===== src/rtl/slave_port_pkg.sv =====
// -----------------------------------------------------------------------------
// slave_port_pkg
//
// Shared serial-bus definitions used by the slave responder and by the
// arbiter's state decoding:
//   - 3-bit state encoding constants and the matching enum type
//   - default data word width (DEF_N) and slave-local address width (DEF_ADN)
//   - max_int helper for sizing counters shared by two widths
// -----------------------------------------------------------------------------
package slave_port_pkg;

  // Default data word width and slave-local address width
  localparam int DEF_N   = 8;
  localparam int DEF_ADN = 12;

  // State encodings. Encoding 7 is illegal and treated as a return to IDLE.
  localparam logic [2:0] ST_IDLE  = 3'd0;
  localparam logic [2:0] ST_ADDR  = 3'd1;
  localparam logic [2:0] ST_WDATA = 3'd2;
  localparam logic [2:0] ST_WRITE = 3'd3;
  localparam logic [2:0] ST_RREQ  = 3'd4;
  localparam logic [2:0] ST_RWAIT = 3'd5;
  localparam logic [2:0] ST_RDATA = 3'd6;

  typedef enum logic [2:0] {
    S_IDLE  = ST_IDLE,
    S_ADDR  = ST_ADDR,
    S_WDATA = ST_WDATA,
    S_WRITE = ST_WRITE,
    S_RREQ  = ST_RREQ,
    S_RWAIT = ST_RWAIT,
    S_RDATA = ST_RDATA
  } state_t;

  // Larger of two integers, used for sizing the shared bit counter
  function automatic int max_int(input int a, input int b);
    return (a > b) ? a : b;
  endfunction

endpackage


===== src/rtl/slave_port_shift_reg.sv =====
// -----------------------------------------------------------------------------
// serial_shift_reg
//
// Parameterised LSB-first shift register with parallel load and parallel out.
// Bits enter at the MSB end and move toward bit 0, so after W shifts the first
// bit received sits in bit 0. serial_out is bit 0, which makes the same block
// usable as an LSB-first serializer when a zero is shifted in behind the data.
//
// Ports:
//   clk          in   bus clock, rising edge
//   reset        in   synchronous, active-high; clears contents
//   clear        in   synchronous clear (discard partial contents)
//   load         in   parallel load of load_value (wins over shift)
//   load_value   in   W-bit parallel load value
//   shift        in   shift one position toward bit 0
//   serial_in    in   bit entering at bit W-1
//   parallel_out out  W-bit register contents
//   serial_out   out  bit 0 of the register
//
// W must be at least 2.
// -----------------------------------------------------------------------------
module serial_shift_reg #(
  parameter int W = 8
) (
  input  logic         clk,
  input  logic         reset,
  input  logic         clear,
  input  logic         load,
  input  logic [W-1:0] load_value,
  input  logic         shift,
  input  logic         serial_in,
  output logic [W-1:0] parallel_out,
  output logic         serial_out
);

  logic [W-1:0] q;

  // Clear has priority over load, load over shift
  always_ff @(posedge clk) begin
    if (reset || clear) begin
      q <= '0;
    end else if (load) begin
      q <= load_value;
    end else if (shift) begin
      q <= {serial_in, q[W-1:1]};
    end
  end

  assign parallel_out = q;
  assign serial_out   = q[0];

endmodule


===== src/rtl/slave_port.sv =====
// -----------------------------------------------------------------------------
// slave_port
//
// Serial-bus responder front end for a slave. Deserializes the address and
// write data forwarded by the arbiter, issues single-cycle parallel read and
// write strobes to local memory, and serializes read data back, LSB first.
// Supports bursts: at each word boundary burst_en continues the transaction at
// the next address (wrapping modulo 2^ADN).
//
// Ports:
//   clk        in   bus clock, all logic on rising edge
//   reset      in   synchronous, active-high
//   valid_in   in   master-side frame valid (address/data bits present)
//   wr_en      in   1 = write, 0 = read; sampled with address bit 0
//   burst_en   in   continue-burst request; sampled at each word boundary
//   address    in   serial address, LSB first
//   data_in    in   serial write data, LSB first
//   ready      out  high only while in IDLE
//   valid_out  out  serial read data valid
//   data_out   out  serial read data, LSB first
//   mem_addr   out  ADN-bit parallel word address
//   mem_wdata  out  N-bit parallel write data
//   mem_we     out  one-cycle write strobe
//   mem_re     out  one-cycle read strobe
//   mem_rdata  in   N-bit read data, valid one cycle after mem_re
//   state_out  out  current FSM state encoding
// -----------------------------------------------------------------------------
module slave_port
  import slave_port_pkg::*;
#(
  parameter int N   = DEF_N,
  parameter int ADN = DEF_ADN
) (
  input  logic           clk,
  input  logic           reset,
  input  logic           valid_in,
  input  logic           wr_en,
  input  logic           burst_en,
  input  logic           address,
  input  logic           data_in,
  output logic           ready,
  output logic           valid_out,
  output logic           data_out,
  output logic [ADN-1:0] mem_addr,
  output logic [N-1:0]   mem_wdata,
  output logic           mem_we,
  output logic           mem_re,
  input  logic [N-1:0]   mem_rdata,
  output logic [2:0]     state_out
);

  // One counter serves address, write-data and read-data phases
  localparam int CW = $clog2(max_int(N, ADN));

  // Bit 0 of the address is taken in IDLE, so ADDR counts ADN-1 cycles
  localparam logic [CW-1:0] ADDR_LAST = CW'(ADN - 2);
  localparam logic [CW-1:0] DATA_LAST = CW'(N - 1);

  state_t         state;
  logic [CW-1:0]  cnt;
  logic           wr_flag;

  // Shift register controls
  logic           addr_shift;
  logic           addr_clear;
  logic           addr_load;
  logic [ADN-1:0] addr_next;
  logic           wdata_shift;
  logic           wdata_clear;
  logic           rd_load;
  logic           rd_shift;

  logic [ADN-1:0] addr_q;
  logic [N-1:0]   wdata_q;

  // Taps of the shift registers that this port has no use for
  logic           addr_serial_unused;
  logic           wdata_serial_unused;
  logic [N-1:0]   rd_parallel_unused;

  logic           abort;
  logic           data_last;

  // A frame is abandoned when valid_in drops while bits are still expected
  assign abort     = ((state == S_ADDR) || (state == S_WDATA)) && !valid_in;
  assign data_last = (cnt == DATA_LAST);
  assign addr_next = addr_q + ADN'(1);

  // Shift register control derived from the current state and inputs. The
  // burst address increment reuses the address register's parallel load, so
  // mem_addr stays stable through WRITE/RREQ and steps only at word
  // boundaries.
  always_comb begin
    addr_shift  = 1'b0;
    addr_clear  = 1'b0;
    addr_load   = 1'b0;
    wdata_shift = 1'b0;
    wdata_clear = 1'b0;
    rd_load     = 1'b0;
    rd_shift    = 1'b0;
    case (state)
      S_IDLE: begin
        addr_shift = valid_in;
      end
      S_ADDR: begin
        addr_shift  = valid_in;
        addr_clear  = abort;
        wdata_clear = abort;
      end
      S_WDATA: begin
        wdata_shift = valid_in;
        addr_clear  = abort;
        wdata_clear = abort;
      end
      S_WRITE: begin
        addr_load = burst_en;
      end
      S_RWAIT: begin
        rd_load = 1'b1;
      end
      S_RDATA: begin
        rd_shift  = 1'b1;
        addr_load = data_last && burst_en;
      end
      default: begin
      end
    endcase
  end

  // Address deserializer; its contents drive mem_addr directly
  serial_shift_reg #(.W(ADN)) u_addr_sr (
    .clk          (clk),
    .reset        (reset),
    .clear        (addr_clear),
    .load         (addr_load),
    .load_value   (addr_next),
    .shift        (addr_shift),
    .serial_in    (address),
    .parallel_out (addr_q),
    .serial_out   (addr_serial_unused)
  );

  // Write data deserializer; its contents drive mem_wdata directly
  serial_shift_reg #(.W(N)) u_wdata_sr (
    .clk          (clk),
    .reset        (reset),
    .clear        (wdata_clear),
    .load         (1'b0),
    .load_value   ('0),
    .shift        (wdata_shift),
    .serial_in    (data_in),
    .parallel_out (wdata_q),
    .serial_out   (wdata_serial_unused)
  );

  // Read data serializer. Zeros shift in behind the word, so once the last
  // bit has gone out the register is empty and data_out idles low.
  serial_shift_reg #(.W(N)) u_rd_sr (
    .clk          (clk),
    .reset        (reset),
    .clear        (1'b0),
    .load         (rd_load),
    .load_value   (mem_rdata),
    .shift        (rd_shift),
    .serial_in    (1'b0),
    .parallel_out (rd_parallel_unused),
    .serial_out   (data_out)
  );

  assign mem_addr  = addr_q;
  assign mem_wdata = wdata_q;
  assign state_out = state;

  // Main FSM. Strobes and status are registered: each is set on the edge
  // that enters the state in which it must be visible, and defaults low so
  // mem_we/mem_re last exactly one cycle. The counter restarts on every
  // state entry.
  always_ff @(posedge clk) begin
    if (reset) begin
      state     <= S_IDLE;
      cnt       <= '0;
      wr_flag   <= 1'b0;
      ready     <= 1'b1;
      valid_out <= 1'b0;
      mem_we    <= 1'b0;
      mem_re    <= 1'b0;
    end else begin
      mem_we    <= 1'b0;
      mem_re    <= 1'b0;
      valid_out <= 1'b0;
      ready     <= 1'b0;
      cnt       <= cnt + CW'(1);
      case (state)
        S_IDLE: begin
          cnt <= '0;
          if (valid_in) begin
            state   <= S_ADDR;
            wr_flag <= wr_en;
          end else begin
            ready <= 1'b1;
          end
        end
        S_ADDR: begin
          if (!valid_in) begin
            state <= S_IDLE;
            ready <= 1'b1;
            cnt   <= '0;
          end else if (cnt == ADDR_LAST) begin
            cnt <= '0;
            if (wr_flag) begin
              state <= S_WDATA;
            end else begin
              state  <= S_RREQ;
              mem_re <= 1'b1;
            end
          end
        end
        S_WDATA: begin
          if (!valid_in) begin
            state <= S_IDLE;
            ready <= 1'b1;
            cnt   <= '0;
          end else if (data_last) begin
            state  <= S_WRITE;
            mem_we <= 1'b1;
            cnt    <= '0;
          end
        end
        S_WRITE: begin
          cnt <= '0;
          if (burst_en) begin
            state <= S_WDATA;
          end else begin
            state <= S_IDLE;
            ready <= 1'b1;
          end
        end
        S_RREQ: begin
          state <= S_RWAIT;
          cnt   <= '0;
        end
        S_RWAIT: begin
          state     <= S_RDATA;
          valid_out <= 1'b1;
          cnt       <= '0;
        end
        S_RDATA: begin
          if (data_last) begin
            cnt <= '0;
            if (burst_en) begin
              state  <= S_RREQ;
              mem_re <= 1'b1;
            end else begin
              state <= S_IDLE;
              ready <= 1'b1;
            end
          end else begin
            valid_out <= 1'b1;
          end
        end
        default: begin
          state <= S_IDLE;
          ready <= 1'b1;
          cnt   <= '0;
        end
      endcase
    end
  end

endmodule


===== config.mk =====
export PLATFORM = sky130hd
export DESIGN_NAME = slave_port
export DESIGN_NICKNAME = d
export VERILOG_FILES = /design/src/rtl/slave_port_pkg.sv /design/src/rtl/slave_port_shift_reg.sv /design/src/rtl/slave_port.sv
export SDC_FILE = /design/constraint.sdc
export NUM_CORES = 1
export LEC_CHECK = 0
export BUFFER_PORTS_ARGS = -buffer_cell sky130_fd_sc_hd__buf_2
export CAP_MARGIN = 20
export CORE_MARGIN = 4
export CORE_UTILIZATION = 37
export CTS_BUF_LIST = sky130_fd_sc_hd__clkbuf_8
export CTS_CLUSTER_SIZE = 10
export DETAILED_ROUTE_END_ITERATION = 7
export GPL_ROUTABILITY_DRIVEN = 0
export SYNTH_ARGS = -nofsm -noshare
export SYNTH_HDL_FRONTEND = slang
export SYNTH_HIERARCHICAL = 1
export SYNTH_SLANG_ARGS = --single-unit

===== constraint.sdc =====
create_clock -name clk -period 2.2 [get_ports clk]
set_input_delay 0.22 -clock clk [delete_from_list [all_inputs] [get_ports clk]]
set_output_delay 0.22 -clock clk [all_outputs]
set_load 0.02 [all_outputs]

==> reports/metrics.yaml <==
outcome: "finished, final reports clean"
drc: 0
fin_skew_ns: 0.00426
max_freq_mhz: 545
clk_latency_ns: 0.30
setup_viol: 0
critPathRequiredTime_ns: 2.40
first_pass_iters: 4
clock_tree.root_cell: "clkbuf_8"
ant_nets: 0
p_sw_mw: 0.405
dp_cells: 359
worstPathCellList: "nand2b_1, nor2_1, buf_4, mux2_4, o211a_1"
numCtsBuffers: 5
grt_pass1_wl_mm: 7.78
num_rows: 28
leakage_nw: 1.53
reg2reg_slack_ns: 0.37
postCtsHoldBufs: 0
finalWirelength_mm: 4.76
hpwl_mm: 3.38
antenna_found_initial: 0
pwr-share-comb_pct: 11.4
cp-end-kind: "flop"
internal-power_mw: 1.42
swShare_pct: 22.3
cts.sinks: 40
ff_latch_area_sq_um: 801
fp.dieH_um: 88.2
post-route-period-util_pct: 83.3
clockBufferDepth: 2
arrival_ns: 2.03
hold_end: "wr_flag$_SDFFE_PP0P_"
netlist_instances: 231
syn_area_per_cell_sq_um: 10.3
hp-start: "wr_en"
overflow: 0
viasPerCell: 4.83
die_w_um: 88.2
grt_max_degree: 17
start_kind: "flop"
min_path_cells: 3
drv_cap: 0
antenna_cells: 0
slew_headroom_pct: 64.4
cp_max_fo: 14
crit_slowest_cell: "dfxtp_1"
fin_util_pct: 47.4
cts_resized: 0
pwr_density_cell_nw_per_um2: 634
dieArea_sq_um: 7770
core-area_sq_um: 6060
grt_use_total_pct: 12.6
wire_per_inst_um: 13.0
hold_viol: 0
fillers: 589
post-cts-setup-buffer-count: 0
holdWs_ns: 0.165
grt_pass1_vias: 1630
max_stage_delay_ns: 0.63
nNetsFinal: 309
layout-drive-gt1-share_pct: 31.5
reg2reg_depth: 5
ys_warn_count: 6
min_path_type: "in -> reg"
syn-cell-area_sq_um: 2380
io_pins: 43
htreeDepth: 2
power.share.clock_pct: 46.2
seq_power_share_pct: 42.4
timing_worst_setup_path_type: "reg -> reg"
cts_tree: "yes"
timing.rr.start: "state_out[1]$_SDFFE_PP0P_"
maxSlewViolCount: 0
worst_pin_slew_ns: 0.532
syn_to_final_growth_pct: 20.7
peakVddDrop_mv: 0.310
final_cells: 367
initial_core_util_pct: 39.2
vias: 1774
port_buffers: 42
r2r-end: "u_wdata_sr/parallel_out[6]$_SDFFE_PP0P_"
fin_crit_ns: 1.83
tns_ns: 0
clk_pin_slew_ns: 0.08
drt_iter0_markers: 44
multi_input_area_sq_um: 1530
rsz0062_at_grt: "false"
==> worst max-delay path by stage <==
stage                                    startpoint                                       to  slack [ns]  cells past startpoint
after floorplan           state_out[0]$_SDFFE_PP0P_   u_addr_sr/parallel_out[0]$_SDFFE_PP0P_        0.45                      7
after detailed placement  state_out[1]$_SDFFE_PP0P_  u_wdata_sr/parallel_out[0]$_SDFFE_PP0P_        0.41                      5
after global routing      state_out[1]$_SDFFE_PP0P_  u_wdata_sr/parallel_out[2]$_SDFFE_PP0P_        0.23                      5
after CTS                 state_out[1]$_SDFFE_PP0P_  u_wdata_sr/parallel_out[0]$_SDFFE_PP0P_        0.39                      5
after global placement    state_out[1]$_SDFFE_PP0P_  u_wdata_sr/parallel_out[0]$_SDFFE_PP0P_        0.42                      5
final                     state_out[1]$_SDFFE_PP0P_  u_wdata_sr/parallel_out[6]$_SDFFE_PP0P_        0.37                      5
==> layout make-up <==
class,count,share of cell area [%]
Multi-Input combinational cell,189,53.2
Sequential cell,40,27.9
Timing Repair Buffer,50,9.41
Tap cell,75,3.27
Clock inverter,3,3.14
Clock buffer,5,2.40
Inverter,5,0.654
==> power groups by stage <==
| stage | logic (mW) | registers [mW] | clock network [mW] |
|---|---|---|---|
| after floorplan | 0.137 | 0.804 | 0 |
| after global placement | 0.208 | 0.788 | 0 |
| after detailed placement | 0.208 | 0.790 | 0 |
| after CTS | 0.209 | 0.773 | 0.862 |
| after global routing | 0.227 | 0.778 | 0.889 |
| final | 0.208 | 0.773 | 0.841 |
==> worst max-delay path: cells and delay by family (launching register included) <==
kind                   cells  cell delay, ns
DFF                        1            0.63
buffers and inverters      1            0.22
AOI/OAI and AO/OA          1            0.20
and+or+nand+nor            2            0.36
muxes                      1            0.32
==> flip-flops by register name, indices dropped and copies added, names as in the netlist <==
register and flops:
cnt 4, mem_re 1, mem_we 1, ready 1
state_out 3, u_addr_sr/parallel_out 12, u_rd_sr/parallel_out 8, u_wdata_sr/parallel_out 8
valid_out 1, wr_flag 1
==> cell usage in the layout (no fill, tap or decap), drive strengths merged, types with 2 or more instances in the layout <==
cell type and count:
buf 50, dfxtp 40, o211a 28, mux2 28, or2b 19, nor2 17
conb 17, nand2b 14, nand2 8, xnor2 7, a21oi 7, inv 5
xor2 5, clkbuf 5, nand3 4, nor3 4, nor4 3, mux2i 3
ha 3, bufinv 3, nand4 2, o21ai 2, or2 2, nand3b 2
nor3b 2, a22oi 2
==> per-stage QoR <==
step	cell area, sq um	worst slack, ns	total power [mW]
5_1_grt	2870	0.230	1.89
3_3_place_gp	2710	0.422	0.996
3_5_place_dp	2710	0.407	0.997
4_1_cts	2870	0.392	1.84
6_report	2870	0.367	1.82
2_1_floorplan	2440	0.450	0.941
==> routing by layer <==
metal  track usage, %  share of wire [%]  vias to the layer above
li1                 -                  -                      932
met1             17.3                 50                      800
met2             19.0                 43                       37
met3             3.57                4.9                        5
met4             4.12                1.4                        0
met5                0                  0                        -
Power figures use the tool's default switching activity.
